--- config.mk ---
export PLATFORM = sky130hd
export DESIGN_NAME = gate_net_pipe
export DESIGN_NICKNAME = d
export VERILOG_FILES = /design/src/rtl/gate_net_pipe.sv
export SDC_FILE = /design/constraint.sdc
export NUM_CORES = 1
export LEC_CHECK = 0
export ABC_AREA = 1
export CAP_MARGIN = 10
export CORE_UTILIZATION = 41
export DETAILED_ROUTE_END_ITERATION = 12
export GPL_ROUTABILITY_DRIVEN = 0
export MAX_ROUTING_LAYER = met4
export PLACE_DENSITY = 0.81
export SLEW_MARGIN = 20
export SYNTH_ARGS = -nofsm -noshare
export SYNTH_HDL_FRONTEND = slang
export SYNTH_SLANG_ARGS = --single-unit
--- constraint.sdc ---
create_clock -name clk -period 1.1 [get_ports clk]
set_input_delay 0.22 -clock clk [delete_from_list [all_inputs] [get_ports clk]]
set_output_delay 0.22 -clock clk [all_outputs]
set_load 0.05 [all_outputs]
--- src/rtl/gate_net_pipe.sv ---
// rtl/gate_net_pipe.sv - two-stage valid/ready gate network, WIDTH independent lanes
// Optional output-toggle counter built when GATE_NET_TOGGLE_CNT_EN is defined.
module gate_net_pipe #(
  parameter int WIDTH = 4,
  parameter int CNT_W = 8
) (
  input  logic             clk,
  input  logic             rst,
  input  logic             in_valid,
  output logic             in_ready,
  input  logic [WIDTH-1:0] a,
  input  logic [WIDTH-1:0] b,
  input  logic [WIDTH-1:0] c,
  input  logic [WIDTH-1:0] d,
  input  logic [WIDTH-1:0] e,
  input  logic [WIDTH-1:0] f,
  input  logic [1:0]       mode,
  output logic             out_valid,
  input  logic             out_ready,
  output logic [WIDTH-1:0] y
`ifdef GATE_NET_TOGGLE_CNT_EN
  ,
  output logic [CNT_W-1:0] toggle_cnt,
  input  logic             cnt_clr
`endif
);

  if (WIDTH < 1 || CNT_W < 1) begin : g_param_check
    $error("gate_net_pipe: WIDTH and CNT_W must be at least 1");
  end

  logic             s1_valid;
  logic [WIDTH-1:0] s1_t1;
  logic [WIDTH-1:0] s1_t2;
  logic [WIDTH-1:0] s1_t3;
  logic [1:0]       s1_mode;
  logic             s2_valid;
  logic             s1_adv;
  logic             s2_adv;
  logic [WIDTH-1:0] y_next;

  // A stage may load when it is empty or its content leaves this cycle.
  assign s2_adv    = !s2_valid || out_ready;
  assign s1_adv    = !s1_valid || s2_adv;
  assign in_ready  = s1_adv;
  assign out_valid = s2_valid;

  always_ff @(posedge clk or posedge rst) begin
    if (rst) begin
      s1_valid <= 1'b0;
      s1_t1    <= '0;
      s1_t2    <= '0;
      s1_t3    <= '0;
      s1_mode  <= 2'd0;
    end else if (s1_adv) begin
      s1_valid <= in_valid;
      if (in_valid) begin
        s1_t1   <= ~(a & b);
        s1_t2   <= c & ~b & d;
        s1_t3   <= ~(e | f);
        s1_mode <= mode;
      end
    end
  end

  always_comb begin
    y_next = s1_t1;
    case (s1_mode)
      2'd0:    y_next = ~(s1_t1 & s1_t2 & s1_t3);
      2'd1:    y_next = s1_t1 | s1_t2 | s1_t3;
      2'd2:    y_next = s1_t1 ^ s1_t2 ^ s1_t3;
      default: y_next = s1_t1;
    endcase
  end

  // A bubble clears s2_valid but leaves y at its last value.
  always_ff @(posedge clk or posedge rst) begin
    if (rst) begin
      s2_valid <= 1'b0;
      y        <= '0;
    end else if (s2_adv) begin
      s2_valid <= s1_valid;
      if (s1_valid) begin
        y <= y_next;
      end
    end
  end

`ifdef GATE_NET_TOGGLE_CNT_EN
  logic [WIDTH-1:0] prev_y;
  logic             out_xfer;

  assign out_xfer = s2_valid && out_ready;

  always_ff @(posedge clk or posedge rst) begin
    if (rst) begin
      prev_y     <= '0;
      toggle_cnt <= '0;
    end else begin
      if (out_xfer) begin
        prev_y <= y;
      end
      if (cnt_clr) begin
        toggle_cnt <= '0;
      end else if (out_xfer && (y != prev_y) && (toggle_cnt != {CNT_W{1'b1}})) begin
        toggle_cnt <= toggle_cnt + CNT_W'(1);
      end
    end
  end
`endif

endmodule

# Word level (Yosys, flattened, before mapping)
# Cells that the tools add are included.
classes:
  bitwise: 14
  n_reduce_logical: 7
  eq_ne: 2
  n_mux: 1
ops:
  columns: ["op", "count"]
  rows:
  - ["$and A4 B4 Y4", 5]
  - ["$not A4 Y4", 4]
  - ["$or A4 B4 Y4", 3]
  - ["$pmux W4 S3", 1]
  - ["$xor A4 B4 Y4", 2]
  - ["$reduce_and A2 Y1", 2]
  - ["$eq A2 B1 Y1 const B", 1]
  - ["$eq A2 B2 Y1 const B", 1]
  - ["$logic_not A1 Y1", 2]
  - ["$logic_not A2 Y1", 1]
  - ["$logic_or A1 B1 Y1", 2]
word_totals:
  reg_bits: 20
  word_cells: 31
  out_inout_bits: 6

# Longest topological paths before layout
# Gate-level depths: netlist of run 1.
depth:
  word_depth: 4
  mapped_depth: 8

# Worst setup path after synthesis of run 1
# Ideal clock, no wire load.
synth_timing:
  path_kind: "flip-flop to flip-flop"
  start: "register s2_valid, in the netlist out_valid"
  end: "register s1_t1[0]"
  path_stages_with_launch: 7
  arrival_ns: 1.525
  setup_slack_ns: -0.544
  period_less_slack_ns: 1.644
  t_required_ns: 0.982
  setup_ns: 0.118
  cell_sequence: "dfrtp_1 > nand3_2 > nand2_4 > inv_2 > buf_6 > nand2_1 > o21ai_2"
synth_between:
  elab_chain_cells: 4
synth_rtl:
  columns: ["item", "line_no", "source"]
  rows:
  - ["from (decl)", "37", "logic s2_valid;"]
  - ["from (signal assigned)", "82", "s2_valid <= s1_valid;"]
  - ["$logic_not A1 Y1", "43", "assign s2_adv = !s2_valid || out_ready;"]
  - ["$logic_or A1 B1 Y1", "43", null]
  - ["$logic_or A1 B1 Y1", "44", "assign s1_adv = !s1_valid || s2_adv;"]
  - ["via in_ready", "10", "output logic in_ready,"]
  - ["$reduce_and A2 Y1 (no line)", null, null]
  - ["to (signal assigned)", "58", "s1_t1 <= ~(a & b);"]
  - ["to (decl)", "33", "logic [WIDTH-1:0] s1_t1;"]
# The timed path passes the listed nets, and every way through them passes these cells.
# A chain may end at the register's enable or synchronous reset.

# Worst setup path after layout of run 1
layout_timing:
  start: "register s2_valid, in the netlist out_valid"
  end: "output port in_ready"
layout_between:
  elab_chain_cells: 3
layout_rtl:
  columns: ["item", "line_no"]
  rows:
  - ["$logic_not A1 Y1", "43"]
  - ["$logic_or A1 B1 Y1", "43"]
  - ["$logic_or A1 B1 Y1", "44"]
  - ["to (decl)", "10"]
# Every way passes these cells.

==> results of run 1 <==
worst paths after layout:
| kind | to | slack [ps] | cells past startpoint |
|---|---|---|---|
| worst max-delay path | in_ready | -210 | 3 |
| worst min-delay path | s1_t2[3]$_DFFE_PP0P_ | 190 | 3 |
| worst max register to register | s1_t3[3]$_DFFE_PP0P_ | -140 | 8 |
| worst min register to register | y[1]$_DFFE_PP0P_ | 580 | 2 |
| max in group asynchronous | out_valid$_DFFE_PP0P_ | 750 | 3 |
| min in group clk | s1_mode[0]$_DFFE_PP0P_ | 440 | 3 |
critical path, stage by stage, from the launching register on:
cell     delay [ps]
dfrtp_2         450
nand3_4          90
buf_6           110
buf_12          120
sequential cells by signal (all words and copies together) (netlist names):
signal     cells
s1_mode        2
s1_valid       1
out_valid      1
s1_t1          4
s1_t3          4
s1_t2          4
y              4
final cells by class:
| class | instances | area [um^2] |
|---|---|---|
| fill | 171 | 596 |
| tap | 31 | 38.8 |
| timing repair buffer | 63 | 716 |
| clock buffer | 3 | 22.5 |
| clock inverter | 1 | 30.0 |
| multi-input combinational | 106 | 739 |
| sequential | 20 | 502 |
| inverter | 22 | 90.1 |
kinds of logic after synthesis:
logic type,share of synthesized area (%)
simple gates,28.5
buf+inv,8.91
compound gates,11.7
flops,42.4
fa+ha+maj,8.48
metrics by stage:
stage	cells	power (mW)	setup WS [ps]	hold slack, ps
after global routing	246	3.49	-253	208
after detailed placement	228	2.34	-291	507
final	246	3.33	-214	193
after CTS	242	3.10	-190	222
after floorplan	150	1.68	-223	184
after global placement	228	2.30	-220	492
where the power goes:
group	internal (mW)	switching, mW	leakage, nW
clock	0.369	0.266	0.0279
sequential	0.870	0.150	0.247
combinational	0.849	0.822	0.729
total	2.09	1.24	1.00
what timing repair did:
action                     4_1_cts  5_1_grt
cloned                           0        2
buffers inserted                10        3
pin swaps                        9       15
setup endpoints to repair       11       25
gates resized for setup         22       31
routing by layer:
metal  GRT usage, %  up-vias  share of wire (%)
met4           10.4        0                3.8
met2           40.3       60                 52
met1           22.8      589                 37
met3           3.72       16                6.4
met5              -        -                  0
li1               -      600                  -
cell usage in the layout (no fill, tap or decap):
| cell | instances |
|---|---|
| nor2_2 | 1 |
| ha_4 | 4 |
| clkbuf_16 | 2 |
| nor2_4 | 1 |
| nand3b_1 | 4 |
| a21oi_1 | 4 |
| nand3_4 | 1 |
| a21oi_2 | 2 |
| clkbuf_4 | 3 |
| bufinv_16 | 1 |
| ha_1 | 4 |
| inv_1 | 5 |
| dfrtp_1 | 19 |
| inv_2 | 16 |
| nand3_2 | 5 |
| nor2_1 | 5 |
| buf_12 | 9 |
| buf_8 | 1 |
| nand2_4 | 2 |
| nand3_1 | 5 |
| o21ai_2 | 11 |
| inv_8 | 1 |
| nand2_1 | 37 |
| buf_6 | 4 |
| o21ai_1 | 2 |
| dfrtp_2 | 1 |
| nand2_8 | 1 |
| buf_4 | 18 |
| nand2_2 | 16 |
| o21ai_0 | 1 |
| clkdlybuf4s50_1 | 29 |
==> flow_metrics.py, run 1 <==
metrics = {
    "clock_tree": {
        "cts_hold_buf": 0,
        "cts_max_path_buffers": 2,
        "cts-root-buf": "clkbuf_4",
        "h-tree-depth": 1,
        "insertion_delay_ps": 330,
        "cts_tree": "built",
        "cts_made_buffers": 3,
        "clk_pin_slew_ps": 130,
        "cts.sinks": 20,
    },
    "die": {
        "coreArea_um2": 2730,
        "die_x_um": 55.6,
        "dieArea_um2": 3100,
        "initial_utilization_pct": 43.2,
        "pin_count": 36,
        "rows": 19,
        "die_y_um": 55.6,
    },
    "outcome": {
        "violations": "negative setup slack",
        "status": "finished, violations left",
    },
    "routing": {
        "initialDrtViolationCount": 41,
        "drt_first_pass_iters": 4,
        "routed_wl_um": 3600,
        "drc": 0,
        "vias_per_cell": 5.14,
        "drtAntennaViolNets": 0,
        "avgRoutedWirePerCell_um": 14.6,
        "dr_total_vias": 1265,
    },
    "timing": {
        "timing.fmax_mhz": 761,
        "tns_ps": -2420,
        "finalHoldViolCount": 0,
        "rsz0062_at_grt": "yes",
        "setup_violations": 25,
        "finClkSkew_ps": 11.5,
        "setup_ws_ps": -214,
        "fin_crit_ps": 1310,
        "drv_slew": 0,
        "tightest_slew_ps": 293,
        "relSlewSlack_pct": 80.4,
        "fin_crit_sh_pct": 119,
    },
    "yosys": {
        "yosys_warnings": 0,
        "syn_nets": 188,
        "synth_area_leader_cell": "dfrtp_1",
        "synth.avg_cell_area_um2": 7.87,
        "synthCells": 150,
        "ys_top_cells_by_area": "dfrtp_1 42%, nand2_1 17%, ha_1 8.5%",
        "synthTopCellsByCount": "55 x nand2_1, 20 x dfrtp_1, 18 x inv_1, 10 x nand3_1, 10 x o21ai_2",
        "yosysMostFrequentCell": "nand2_1",
        "ys_async_sr_fraction_pct": 100,
        "synth_ff_type": "dfrtp_1",
        "ys_seq_area_share_pct": 42.4,
        "synth_seq_cells": 20,
        "syn_area_um2": 1180,
        "ys_types": 15,
        "synth-edff-count": 0,
        "yosysTopAreaCellShare_pct": 42.4,
    },
    "place": {
        "dpl-instance-area_um2": 1800,
        "io_buffers": 35,
        "hpwlAfterDp_um": 2170,
    },
    "worst_setup_path": {
        "worstSetupStartpointType": "register",
        "crit_fanout": 2,
        "cp-end-kind": "output pin",
        "crit_type": "register to output pin",
        "r2r-start": "s1_valid$_DFFE_PP0P_",
        "cp.required_ps": 880,
        "arrival_ps": 1090,
        "crit_path_start": "out_valid$_DFFE_PP0P_",
    },
    "finish": {
        "syn_to_final_growth_pct": 81.2,
        "final_area_um2": 2140,
        "nets": 254,
        "fin_util_pct": 78.2,
        "drive_gt1_share_pct": 46.5,
        "antennaDiodeCount": 0,
    },
    "grt": {
        "grt_pass1_vias": 1238,
        "overflow": 0,
        "grt_usage_pct": 22.0,
        "antenna_found_initial": 0,
        "grt_max_degree": 21,
        "grt_first_pass_wirelength_um": 5170,
    },
    "power_and_ir_drop": {
        "power.density_nw_per_um2": 1560,
        "p_leak_nw": 1.00,
        "vdd_drop_max_mv": 1.20,
    },
    "job": {
        "maxCapViolations": 0,
    },
    "min_path": {
        "hold_class": "input pin to async pin",
    },
}
(Power assumes the default switching activity.)
==> inputs of run 2 (changes only) <==
--- a/config.mk
+++ b/config.mk
@@ -7,11 +7,13 @@
 export LEC_CHECK = 0
 export ABC_AREA = 1
 export CAP_MARGIN = 10
-export CORE_UTILIZATION = 41
+export CELL_PAD_IN_SITES_DETAIL_PLACEMENT = 0
+export CELL_PAD_IN_SITES_GLOBAL_PLACEMENT = 1
+export CORE_UTILIZATION = 31
+export CTS_BUF_LIST = sky130_fd_sc_hd__clkbuf_4
 export DETAILED_ROUTE_END_ITERATION = 12
-export GPL_ROUTABILITY_DRIVEN = 0
 export MAX_ROUTING_LAYER = met4
-export PLACE_DENSITY = 0.81
+export PLACE_DENSITY = 0.85
 export SLEW_MARGIN = 20
 export SYNTH_ARGS = -nofsm -noshare
 export SYNTH_HDL_FRONTEND = slang
==> run 2 against run 1 <==
Compared with the run above: the run still ends with negative setup slack left; clock power fell by 36%; hold slack better by 2.5 ps; register-to-register slack improved by 80 ps; non-clock buffer count down 2; clock skew shrank 11 ps; clock-buffer cell count up 1; utilization fell by 24 points; sequential power hardly changed; largest power group unchanged.
==> flow_metrics.py, run 2 (synthesis results as in run 1) <==
metrics = {
    "place": {
        "gp_congestion": 0.865,
        "dpl-instance-area_um2": 1810,
        "hpwlAfterDp_um": 2160,
        "io_buffers": 35,
    },
    "routing": {
        "routed_wl_um": 2790,
        "initialDrtViolationCount": 38,
        "vias_per_cell": 4.45,
        "drtAntennaViolNets": 0,
        "dr_total_vias": 1161,
        "avgRoutedWirePerCell_um": 10.7,
        "drc": 0,
        "drt_first_pass_iters": 6,
    },
    "timing": {
        "setup_ws_ps": -140,
        "fin_crit_ps": 1240,
        "rsz0062_at_grt": "yes",
        "finalHoldViolCount": 0,
        "setup_violations": 17,
        "relSlewSlack_pct": 84.3,
        "fin_crit_sh_pct": 113,
        "timing.fmax_mhz": 806,
        "drv_slew": 0,
        "finClkSkew_ps": 0.660,
        "tightest_slew_ps": 236,
        "tns_ps": -487,
    },
    "clock_tree": {
        "insertion_delay_ps": 310,
        "cts_tree": "built",
        "h-tree-depth": 1,
        "clk_pin_slew_ps": 110,
        "cts_max_path_buffers": 2,
        "cts_made_buffers": 3,
        "cts_hold_buf": 0,
        "cts-root-buf": "clkbuf_4",
        "cts.sinks": 20,
    },
    "power_and_ir_drop": {
        "p_switching_mw": 1.10,
        "p_int_mw": 1.80,
        "p_leak_nw": 0.935,
        "combPwrFrac_pct": 51.5,
        "power_frac_seq_pct": 34.6,
        "power.density_nw_per_um2": 1460,
        "sw_frac_of_total_pct": 37.9,
        "vdd_drop_max_mv": 0.453,
        "p_clk_share_pct": 13.9,
        "power_mw": 2.90,
    },
    "finish": {
        "fin_util_pct": 54.2,
        "final_cell_mix": "43 x nand2_1, 28 x clkdlybuf4s50_1, 22 x buf_4, 19 x dfrtp_1, 16 x inv_2",
        "syn_to_final_growth_pct": 68.1,
        "drive_gt1_share_pct": 40.4,
        "antennaDiodeCount": 0,
        "nets": 252,
        "seq_area_um2": 502,
        "final_area_um2": 1980,
        "multi_input_area_um2": 678,
        "n_fill_cell": 339,
        "final_common_cell": "nand2_1",
    },
    "die": {
        "die_x_um": 63.7,
        "coreArea_um2": 3660,
        "dieArea_um2": 4060,
        "pin_count": 36,
        "die_y_um": 63.7,
        "rows": 22,
        "initial_utilization_pct": 32.2,
    },
    "grt": {
        "grt_max_degree": 17,
        "grt_first_pass_wirelength_um": 4630,
        "grt_pass1_vias": 1100,
        "grt_usage_pct": 15.1,
        "overflow": 0,
        "antenna_found_initial": 0,
    },
    "worst_setup_path": {
        "worstSetupStartpointType": "register",
        "cp.required_ps": 880,
        "crit_type": "register to output pin",
        "crit_fanout": 2,
        "arrival_ps": 1020,
        "cp-end-kind": "output pin",
    },
    "min_path": {
        "hold_class": "input pin to async pin",
    },
    "job": {
        "maxCapViolations": 0,
    },
    "outcome": {
        "violations": "negative setup slack",
        "status": "finished, violations left",
    },
}
run 2: cell types whose count changed in the layout (fill, tap and decap cells not counted), sizes merged:
| cell | delta |
|---|---|
| bufinv | -1 |
| clkbuf | -1 |
| clkdlybuf4s50 | -1 |
| dlygate4sd2 | +1 |
run 2: final timing paths:
| check | from | to | slack (ps) | cells after the start |
|---|---|---|---|---|
| setup / recovery | out_valid$_DFFE_PP0P_ | out_valid | -140 | 2 |
| hold / removal | rst | y[3]$_DFFE_PP0P_ | 200 | 3 |
| setup reg to reg | s1_t2[2]$_DFFE_PP0P_ | y[2]$_DFFE_PP0P_ | -60 | 7 |
| hold reg to reg | y[0]$_DFFE_PP0P_ | y[0]$_DFFE_PP0P_ | 560 | 2 |
| max in group asynchronous | rst | s1_t2[2]$_DFFE_PP0P_ | 740 | 3 |
| min in group clk | mode[1] | s1_mode[1]$_DFFE_PP0P_ | 460 | 3 |
run 2: stage by stage:
step / hold WS (ps) / cells / setup slack [ps]
6_report: 195 / 261 / -140
5_1_grt: 224 / 261 / -159
4_1_cts: 207 / 256 / -140
3_5_place_dp: 513 / 248 / -332
3_3_place_gp: 502 / 248 / -278
2_1_floorplan: 184 / 150 / -223
run 2: power groups by stage:
stage	combinational, mW	clock (mW)	sequential [mW]
after floorplan	0.471	0	1.21
after global placement	1.28	0	1.01
after detailed placement	1.32	0	1.02
after CTS	1.43	0.411	1.00
after global routing	1.61	0.438	1.02
final	1.49	0.404	1.00
run 2: what timing repair did:
action / in CTS / in global routing
buffers inserted: 5 / 5
endpoints found under the setup margin: 10 / 10
endpoints found under the hold margin: 0 / 0
gates resized for setup: 14 / 19
pin swaps: 11 / 7
run 2: routing by layer:
metal  GRT usage [%]  vias up  wire length, um
li1                -      599                -
met1            16.1      535             1180
met3            1.09        5               69
met5               -        -                0
met2            29.0       22             1500
met4            5.11        0               44
run 2: layout make-up:
type | instances | share of cell area (%)
Multi-Input combinational cell | 106 | 34.2
Clock buffer | 4 | 1.51
Sequential cell | 20 | 25.3
Tap cell | 48 | 3.03
Timing Repair Buffer | 61 | 31.7
Inverter | 22 | 4.29
run 2: critical path: stages (launching register included):
cell and delay, ps:
dfrtp_2 450, buf_6 130, buf_12 130
==> inputs of run 3 (changes only) <==
--- a/config.mk
+++ b/config.mk
@@ -6,6 +6,7 @@
 export NUM_CORES = 1
 export LEC_CHECK = 0
 export ABC_AREA = 1
+export ABC_CLOCK_PERIOD_IN_PS = 1100
 export CAP_MARGIN = 10
 export CELL_PAD_IN_SITES_DETAIL_PLACEMENT = 0
 export CELL_PAD_IN_SITES_GLOBAL_PLACEMENT = 1
==> results of run 3 <==
Final layout, timing and power as in run 2 (identical DEF).
